$ cat src/rtl/icache.sv
// Direct-mapped, read-only instruction cache: same-cycle hit path, whole-block refill on a miss.
// Holds 2**INDEX_W blocks of four 32-bit words, tagged by PC[ADDR_W-1:INDEX_W+4].
module icache #(
  parameter int ADDR_W  = 10,
  parameter int INDEX_W = 3
) (
  input  logic                CLK,
  input  logic                RESET,
  input  logic [31:0]         PC,
  output logic [31:0]         INSTRUCTION,
  output logic                BUSYWAIT,
  output logic                MEM_READ,
  output logic [ADDR_W-5:0]   MEM_ADDRESS,
  input  logic [127:0]        MEM_READDATA,
  input  logic                MEM_BUSYWAIT
);

  localparam int TAG_W = ADDR_W - INDEX_W - 4;
  localparam int NBLK  = 1 << INDEX_W;

  typedef enum logic [1:0] {
    IDLE   = 2'd0,
    FETCH  = 2'd1,
    UPDATE = 2'd2
  } state_t;

  state_t              state_r;
  logic [NBLK-1:0]     valid_r;
  logic [TAG_W-1:0]    tag_r  [NBLK];
  logic [127:0]        data_r [NBLK];
  logic [ADDR_W-5:0]   req_addr_r;
  logic [127:0]        line_buf_r;

  logic [TAG_W-1:0]    pc_tag_s;
  logic [INDEX_W-1:0]  pc_idx_s;
  logic [1:0]          pc_off_s;
  logic [INDEX_W-1:0]  req_idx_s;
  logic [TAG_W-1:0]    req_tag_s;
  logic                hit_s;
  logic                busy_s;
  logic                rd_s;
  logic                unused_pc_s;

  assign pc_tag_s    = PC[ADDR_W-1:INDEX_W+4];
  assign pc_idx_s    = PC[INDEX_W+3:4];
  assign pc_off_s    = PC[3:2];
  assign req_idx_s   = req_addr_r[INDEX_W-1:0];
  assign req_tag_s   = req_addr_r[ADDR_W-5:INDEX_W];
  assign unused_pc_s = ^{PC[31:ADDR_W], PC[1:0]};

  assign hit_s       = valid_r[pc_idx_s] && (tag_r[pc_idx_s] == pc_tag_s);
  assign INSTRUCTION = data_r[pc_idx_s][{pc_off_s, 5'd0} +: 32];
  assign BUSYWAIT    = busy_s;
  assign MEM_READ    = rd_s;
  // The request address is held after the fill; it is only meaningful while MEM_READ is high.
  assign MEM_ADDRESS = req_addr_r;

  // Stall and memory-request decode; reset forces both low so the cpu is never held in reset.
  always_comb begin
    busy_s = 1'b0;
    rd_s   = 1'b0;
    if (RESET) begin
      busy_s = 1'b0;
      rd_s   = 1'b0;
    end else begin
      case (state_r)
        IDLE: begin
          busy_s = ~hit_s;
          rd_s   = 1'b0;
        end
        FETCH: begin
          busy_s = 1'b1;
          rd_s   = 1'b1;
        end
        UPDATE: begin
          busy_s = 1'b1;
          rd_s   = 1'b0;
        end
        default: begin
          busy_s = 1'b0;
          rd_s   = 1'b0;
        end
      endcase
    end
  end

  // Miss-handling controller: latch the missing block, wait for memory, then install it.
  always_ff @(posedge CLK) begin
    if (RESET) begin
      state_r    <= IDLE;
      valid_r    <= '0;
      req_addr_r <= '0;
      line_buf_r <= '0;
    end else begin
      case (state_r)
        IDLE: begin
          if (!hit_s) begin
            req_addr_r <= {pc_tag_s, pc_idx_s};
            state_r    <= FETCH;
          end
        end
        FETCH: begin
          if (!MEM_BUSYWAIT) begin
            line_buf_r <= MEM_READDATA;
            state_r    <= UPDATE;
          end
        end
        UPDATE: begin
          valid_r[req_idx_s] <= 1'b1;
          state_r            <= IDLE;
        end
        default: begin
          state_r <= IDLE;
        end
      endcase
    end
  end

  // Tag and data storage need no reset; a block is only trusted once its valid bit is set.
  always_ff @(posedge CLK) begin
    if (!RESET && (state_r == UPDATE)) begin
      data_r[req_idx_s] <= line_buf_r;
      tag_r[req_idx_s]  <= req_tag_s;
    end
  end

endmodule

$ cat config.mk
export PLATFORM = sky130hd
export DESIGN_NAME = icache
export DESIGN_NICKNAME = d
export VERILOG_FILES = /design/src/rtl/icache.sv
export SDC_FILE = /design/constraint.sdc
export NUM_CORES = 1
export LEC_CHECK = 0
export ABC_AREA = 0
export BUFFER_PORTS_ARGS = -buffer_cell sky130_fd_sc_hd__clkbuf_2
export CAP_MARGIN = 10
export CORE_MARGIN = 2
export CORE_UTILIZATION = 63
export DETAILED_ROUTE_END_ITERATION = 10
export PLACE_DENSITY = 0.89
export SETUP_SLACK_MARGIN = 0.02
export SLEW_MARGIN = 40
export SYNTH_ARGS = -nofsm -noshare
export SYNTH_HDL_FRONTEND = slang
export SYNTH_SLANG_ARGS = --single-unit
export TNS_END_PERCENT = 1
$ cat constraint.sdc
create_clock -name CLK -period 47.1 [get_ports CLK]
set_clock_uncertainty 0.2 [all_clocks]
set_input_delay 4.71 -clock CLK [delete_from_list [all_inputs] [get_ports CLK]]
set_output_delay 4.71 -clock CLK [all_outputs]
set_load 0.05 [all_outputs]
==> results of run 1 <==
[registers in the layout, indices dropped and copies added, names as in the netlist]
name / flops
MEM_ADDRESS: 6
data_r: 1024
line_buf_r: 128
state_r: 2
tag_r: 24
valid_r: 8
[layout make-up]
cell class,count,share of cell area (%)
inverters,3,0.02224
flip-flops and latches,1192,67.86
well taps,940,2.323
multi-input cells,811,19.50
repair buffers,223,2.968
clock buffers,153,6.201
clock inverters,54,1.129
[per-stage QoR]
step           hold slack [ps]  instances
3_5_place_dp             238.8       3164
2_1_floorplan            221.0       2129
4_1_cts                  252.1       3371
6_report                 255.1       3376
5_1_grt                  258.8       3376
3_3_place_gp             227.4       3159
[logic make-up after synthesis]
kind of cell / Yosys count / share of synthesized area [%]
flip-flops: 1192 / 76.84
multiplexers: 377 / 17.63
AND/OR/NAND/NOR: 286 / 2.454
AO/OA/AOI/OAI: 139 / 1.620
buffers and inverters: 126 / 1.234
adder cells (fa/ha/maj): 6 / 0.1679
XOR/XNOR: 3 / 0.05878
[report_power, final]
part | total, mW | switching, mW | internal (mW)
sequential | 1.20 | 0.0236 | 1.17
combinational | 0.145 | 0.0902 | 0.0543
clock | 0.913 | 0.387 | 0.526
[worst paths after layout]
path | start | endpoint | slack [ps] | depth (start not counted)
worst max register to register | state_r[1]$_SDFFE_PP0P_ | line_buf_r[100]$_SDFFE_PP0P_ | 43380 | 8
worst min-delay path | valid_r[4]$_SDFFE_PP0N_ | valid_r[4]$_SDFFE_PP0N_ | 260 | 1
worst min register to register | valid_r[4]$_SDFFE_PP0N_ | valid_r[4]$_SDFFE_PP0N_ | 260 | 1
worst max-delay path | PC[4] | INSTRUCTION[8] | 33900 | 7
[layer usage]
metal	part of all wire (%)	global-route usage, %	vias to the layer above
met5	0	0	-
met4	5.0	14.63	0
met3	8.6	4.650	263
met1	34	39.10	11734
met2	52	50.91	1414
li1	-	-	9071
[synth_stat cells (all sizes together), types with 6 or more instances]
| cell | count |
|---|---|
| edfxtp | 1048 |
| buf | 53 |
| mux2i | 20 |
| a21oi | 128 |
| dfxtp | 144 |
| ha | 6 |
| nor2 | 11 |
| a21o | 8 |
| clkbuf | 70 |
| nand2 | 263 |
| mux2 | 32 |
| mux4 | 325 |
==> results.md, run 1 <==
* Status: finished, final reports clean
* CTS Buf Count at between 100 and 150
* Overflow after GRT at 0
* Most common cell after layout, fill and taps aside: edfxtp_1
* WP buf/inv at 4
* Worst slew pin tran at 856.7 ps
* Total GRT Usage at approximately 30%
* Syn Std Cell Area at about 45000 µm²
* Max_slew headroom at approximately 43%
* LEAKAGE at 16.32 nW
* Vias after detailed routing at between 20000 and 25000
* CP Cell Sequence: buf_8 -> buf_6 -> buf_6 -> mux4_2 -> mux4_2 -> mux2_2 -> clkbuf_2
* Mean number of vias per cell at 6.659
* Placeable Area at roughly 70000 µm²
* Initial DRC count at between 2000 and 3000
* Yosys warning count at 0
* Crit path max-delay family: buffers and inverters
* Sequential fraction of the synthesis area at between 70% and 80%
* FP Rows at 97
* Post-DR wirelength/cell at about 32 µm
* Synth unique cells at 25
* Ports at roughly 200
* Initial antenna violation count at 0
* Largest cells by area after synthesis: edfxtp_1 70%, mux4_2 16%, dfxtp_1 6.4%
* Drt first pass iters at 6
* Chip Height at 270.4 µm
* Pin count of the biggest net entering global routing at 107
* FFs w/ async S/R, synth at 0%
* Tcrit/Tclk final at between 20% and 30%
* Post-CTS Setup Inserts at 0
* Slowest cell delay on critical path at roughly 630 ps
* IO buf count at 178
* Fmax at around 76 MHz
* Final WS setup at 33900 ps
* CTS Sinks at between 1000 and 1500
* TNS Setup at 0 ps
* Synthesized flop and latch total at about 1200
* Final-stage net count at between 2000 and 3000
* CP required at between 40000 and 50000 ps
* CTS tree: done
* Slowest-stage cell, CP: buf_6
* Crit path max fanout at 51
* Die area at approximately 73000 µm²
* Post-synth top area share at between 70% and 80%
* Worst-Skew Late Latency at ~670 ps
* # hold bufs at CTS at 0
* Crit path time final at ~13000 ps
* # resized after CTS at 0
* Gate Count Post-Synth at 2129
* Pwr per Cell Area at 44.53 nW/µm²
* Net Count, Synth at around 2300
* Area of the multi-input gates at between 9000 and 10000 µm²
* Hpwl dp at around 55000 µm
* Max H-tree Level at 3
* Ant diodes at 0
* Area Growth Syn to Fin at 13.23%
* Arr. time, crit path at slightly above 8000 ps
* Most frequent cells in the layout: 1048 x edfxtp_1, 325 x mux4_2, 263 x nand2_1, 173 x clkbuf_2, 144 x dfxtp_1
* MaxCap Viol Count at 0
* RSZ-0062 raised after global routing: false
* Top FF cell, synth: edfxtp_1
* Hold Path Class: register to register
* Total power at between 2 and 2.5 mW
* Fillers at about 3800
* Reg area at 34350 µm²
* Clk pin slew, worst setup/hold paths at about 60 ps
* Final WL at roughly 110000 µm
* Initial Utilization at 63.73%
* Final core utilization at 72.17%
* Number of synthesized flops with an enable pin at approximately 1000
* Vias in the first global route at about 23000
* Final ANT Viol Nets at 0
* Residual DRC at 0
* Post-DP Area at 46780 µm²
* Worst ir drop on vdd at a little under 40 µV
* Setup crit end kind: output pin
* Wire length of the first global-routing pass at 159200 µm
* Fin area at between 50000 and 60000 µm²
* Final hold viol count at 0
* CP Class: primary input to output pin
* Final setup vio count at 0
* Fin. max-slew vios at 0
* Worst-case clock buffer depth at 3
* Largest area contributor in the netlist: edfxtp_1
* Worst setup SP type: primary input
* Layout cell share with drive strength beyond 1 at a little under a third
* Syn avg cell area at between 20 and 25 µm²
* Die width at between 200 and 300 µm
* Placer congestion estimate at ~0.74
* Clock Tree Root: clkbuf_16
* Setup WS pre-CTS at 33890 ps
Power figures use the tool's default switching activity.
==> run 2: changes to the inputs <==
--- a/config.mk
+++ b/config.mk
@@ -9,9 +9,9 @@
 export BUFFER_PORTS_ARGS = -buffer_cell sky130_fd_sc_hd__clkbuf_2
 export CAP_MARGIN = 10
 export CORE_MARGIN = 2
-export CORE_UTILIZATION = 63
+export CORE_UTILIZATION = 55
 export DETAILED_ROUTE_END_ITERATION = 10
-export PLACE_DENSITY = 0.89
+export PLACE_DENSITY = 0.83
 export SETUP_SLACK_MARGIN = 0.02
 export SLEW_MARGIN = 40
 export SYNTH_ARGS = -nofsm -noshare
==> constraint.sdc (replaced) <==
create_clock -name CLK -period 10.7 [get_ports CLK]
set_clock_uncertainty 0.2 [all_clocks]
set_input_delay 1.07 -clock CLK [delete_from_list [all_inputs] [get_ports CLK]]
set_output_delay 1.07 -clock CLK [all_outputs]
set_load 0.05 [all_outputs]
==> results.md, run 2 (same netlist as run 1, synthesis figures left out) <==
* Status: finished, final reports clean (unchanged)
* Total power at 9.974 mW (was 2.255 mW)
* Clk pin slew, worst setup/hold paths at 70 ps (was 60 ps)
* Critical R2R Launch: state_r[0]$_SDFFE_PP0P_ (was state_r[1]$_SDFFE_PP0P_)
* Flop pwr share at 52.8% (was 53.1%)
* Die area at 83580 µm² (was 73110 µm²)
* Sw Ratio at 21.77% (was 22.21%)
* Pint at 7.802 mW (was 1.754 mW)
* Most common cell after layout, fill and taps aside: edfxtp_1 (unchanged)
* Mean number of vias per cell at 6.327 (was 6.659)
* Post-DP Area at 47060 µm² (was 46780 µm²)
* Vias after detailed routing at 22095 (was 22482)
* Area Growth Syn to Fin at 13.83% (was 13.23%)
* Chip Height at 289.1 µm (was 270.4 µm)
* Crit path time final at 5614 ps
* Clk pwr share at 40.9% (was 40.5%)
* Crit path max fanout at 66 (was 51)
* NetSw at 2.172 mW (was 0.5008 mW)
* Worst-case clock buffer depth at 3 (unchanged)
* Worst setup SP type: primary input (unchanged)
* MaxCap Viol Count at 0 (unchanged)
* Placer congestion estimate at 0.7333 (was 0.7431)
* Drt first pass iters at 7 (was 6)
* RSZ-0062 raised after global routing: false (unchanged)
* Total GRT Usage at 25.37% (was 30.20%)
* Residual DRC at 0 (unchanged)
* Pwr per Cell Area at 196.0 nW/µm² (was 44.53 nW/µm²)
* Pin count of the biggest net entering global routing at 108 (was 107)
* Slowest-stage cell, CP: mux4_2 (was buf_6)
* Final WS setup at 5086 ps (was 33900 ps)
* Overflow after GRT at 0 (unchanged)
* Clock Tree Root: clkbuf_16 (unchanged)
* Final setup vio count at 0 (unchanged)
* Number of cells on the critical path at 8 (was 7)
* Final hold viol count at 0 (unchanged)
* Hold path start: valid_r[5]$_SDFFE_PP0N_ (was valid_r[4]$_SDFFE_PP0N_)
* Critical path origin: PC[4] (unchanged)
* FP Rows at 104 (was 97)
* Vias in the first global route at 23562 (was 23396)
* CP Cell Sequence: buf_8 -> buf_16 -> buf_12 -> buf_16 -> mux4_2 -> mux4_2 -> mux2_2 -> clkbuf_2 (was buf_8 -> buf_6 -> buf_6 -> mux4_2 -> mux4_2 -> mux2_2 -> clkbuf_2)
* Final WL at 103700 µm (was 108200 µm)
* Die width at 289.1 µm (was 270.4 µm)
* WP buf/inv at 5 (was 4)
* Initial DRC count at 2566 (was 2630)
* Post-DR wirelength/cell at 29.70 µm (was 32.06 µm)
* Fillers at 5045 (was 3771)
* Placeable Area at 80550 µm² (was 70150 µm²)
* Most frequent cells in the layout: 1048 x edfxtp_1, 325 x mux4_2, 263 x nand2_1, 173 x clkbuf_2, 144 x dfxtp_1 (unchanged)
* Wire length of the first global-routing pass at 152900 µm (was 159200 µm)
* Fin area at 50890 µm² (was 50620 µm²)
* Initial Utilization at 55.51% (was 63.73%)
* # hold bufs at CTS at 0 (unchanged)
* Worst ir drop on vdd at 180.2 µV (was 39.28 µV)
* Max reg flops at 1024 (unchanged)
* Arr. time, crit path at 4340 ps (was 8290 ps)
* Top Registers: data_r: 1024 flops, line_buf_r: 128 flops, tag_r: 24 flops (unchanged)
* Crit path max-delay family: buffers and inverters (unchanged)
* Largest register by flop count: data_r (unchanged)
* CP Class: primary input to output pin (unchanged)
* CTS Sinks at 1192 (unchanged)
* Part of the power in combinational logic at 6.3% (was 6.4%)
* Fin. max-slew vios at 0 (unchanged)
* Final ANT Viol Nets at 0 (unchanged)
* Setup crit end kind: output pin (unchanged)
* LEAKAGE at 16.36 nW (was 16.32 nW)
* Worst slew pin tran at 878.2 ps (was 856.7 ps)
* Post-CTS Setup Inserts at 0 (unchanged)
* Worst-Skew Late Latency at 680 ps (was 670 ps)
* Final-stage net count at 2504 (was 2510)
* Tcrit/Tclk final at 52.47%
* Setup WS pre-CTS at 5076 ps (was 33890 ps)
* # resized after CTS at 0 (unchanged)
* Fmax at about 180 MHz
* CTS Buf Count at 110 (unchanged)
* Layout cell share with drive strength beyond 1 at 31.06% (was 31.08%)
* Hold Path Class: register to register (unchanged)
* Hpwl dp at 53320 µm (was 55100 µm)
* CTS tree: done (unchanged)
* CP required at 9430 ps (was 42190 ps)
* Initial antenna violation count at 3 (was 0)
* Hold path cells at 1 (unchanged)
* Slowest cell delay on critical path at 590 ps (was 630 ps)
* R2R depth at 7 (was 8)
* Max H-tree Level at 3 (unchanged)
* Max_slew headroom at 41.45% (was 42.89%)
* Ports at 203 (unchanged)
* IO buf count at 178 (unchanged)
-- run 2: layout make-up --
type                            count  area [µm²]  area share, %
Antenna cell                        1       2.502       0.004917
Clock buffer                      139        3055          6.004
Clock inverter                     69       752.0          1.478
Inverter                            3       11.26        0.02213
Multi-Input combinational cell    811        9871          19.40
Sequential cell                  1192       34350          67.50
Tap cell                         1060        1326          2.606
Timing Repair Buffer              217        1521          2.990
-- run 2: path summary, 6_finish.rpt --
kind / endpoint / slack (ps)
setup / recovery: INSTRUCTION[5] / 5090
setup reg to reg: data_r[5][81]$_DFFE_PP_ / 7720
hold / removal: valid_r[5]$_SDFFE_PP0N_ / 250
hold reg to reg: valid_r[5]$_SDFFE_PP0N_ / 250
-- run 2: stage by stage --
step | TNS [ps] | instances | hold slack, ps | utilization (%)
2_1_floorplan | -1235420 | 2129 | 221.0 | -
3_3_place_gp | 0 | 3273 | 228.6 | 58.09
3_5_place_dp | 0 | 3282 | 235.4 | 58.42
4_1_cts | 0 | 3490 | 250.4 | 63.15
5_1_grt | 0 | 3491 | 279.7 | 63.18
6_report | 0 | 3492 | 250.0 | 63.18
-- run 2: per-layer routing --
layer	vias to the layer above	track usage [%]	part of all wire, %
met1	11569	33.63	36
met3	190	4.039	8.5
met2	1246	43.37	52
li1	9086	-	-
met4	4	8.686	3.2
met5	-	0	0.033
-- run 2: worst register-to-register path, cell delays in order (launching register included) --
cell and delay [ps]:
dfxtp_1 350, inv_1 130, ha_1 180, nand2_1 190, nor2_4 160, buf_4 340
buf_12 300, buf_4 700
-- run 2: power by group through the flow --
stage          clock (mW)  sequential (mW)  combinational, mW
6_report             4.08             5.27              0.627
3_3_place_gp            0             5.34              0.603
4_1_cts              4.12             5.26              0.632
2_1_floorplan           0             5.35              0.407
3_5_place_dp            0             5.36              0.620
5_1_grt              4.29             5.28              0.660
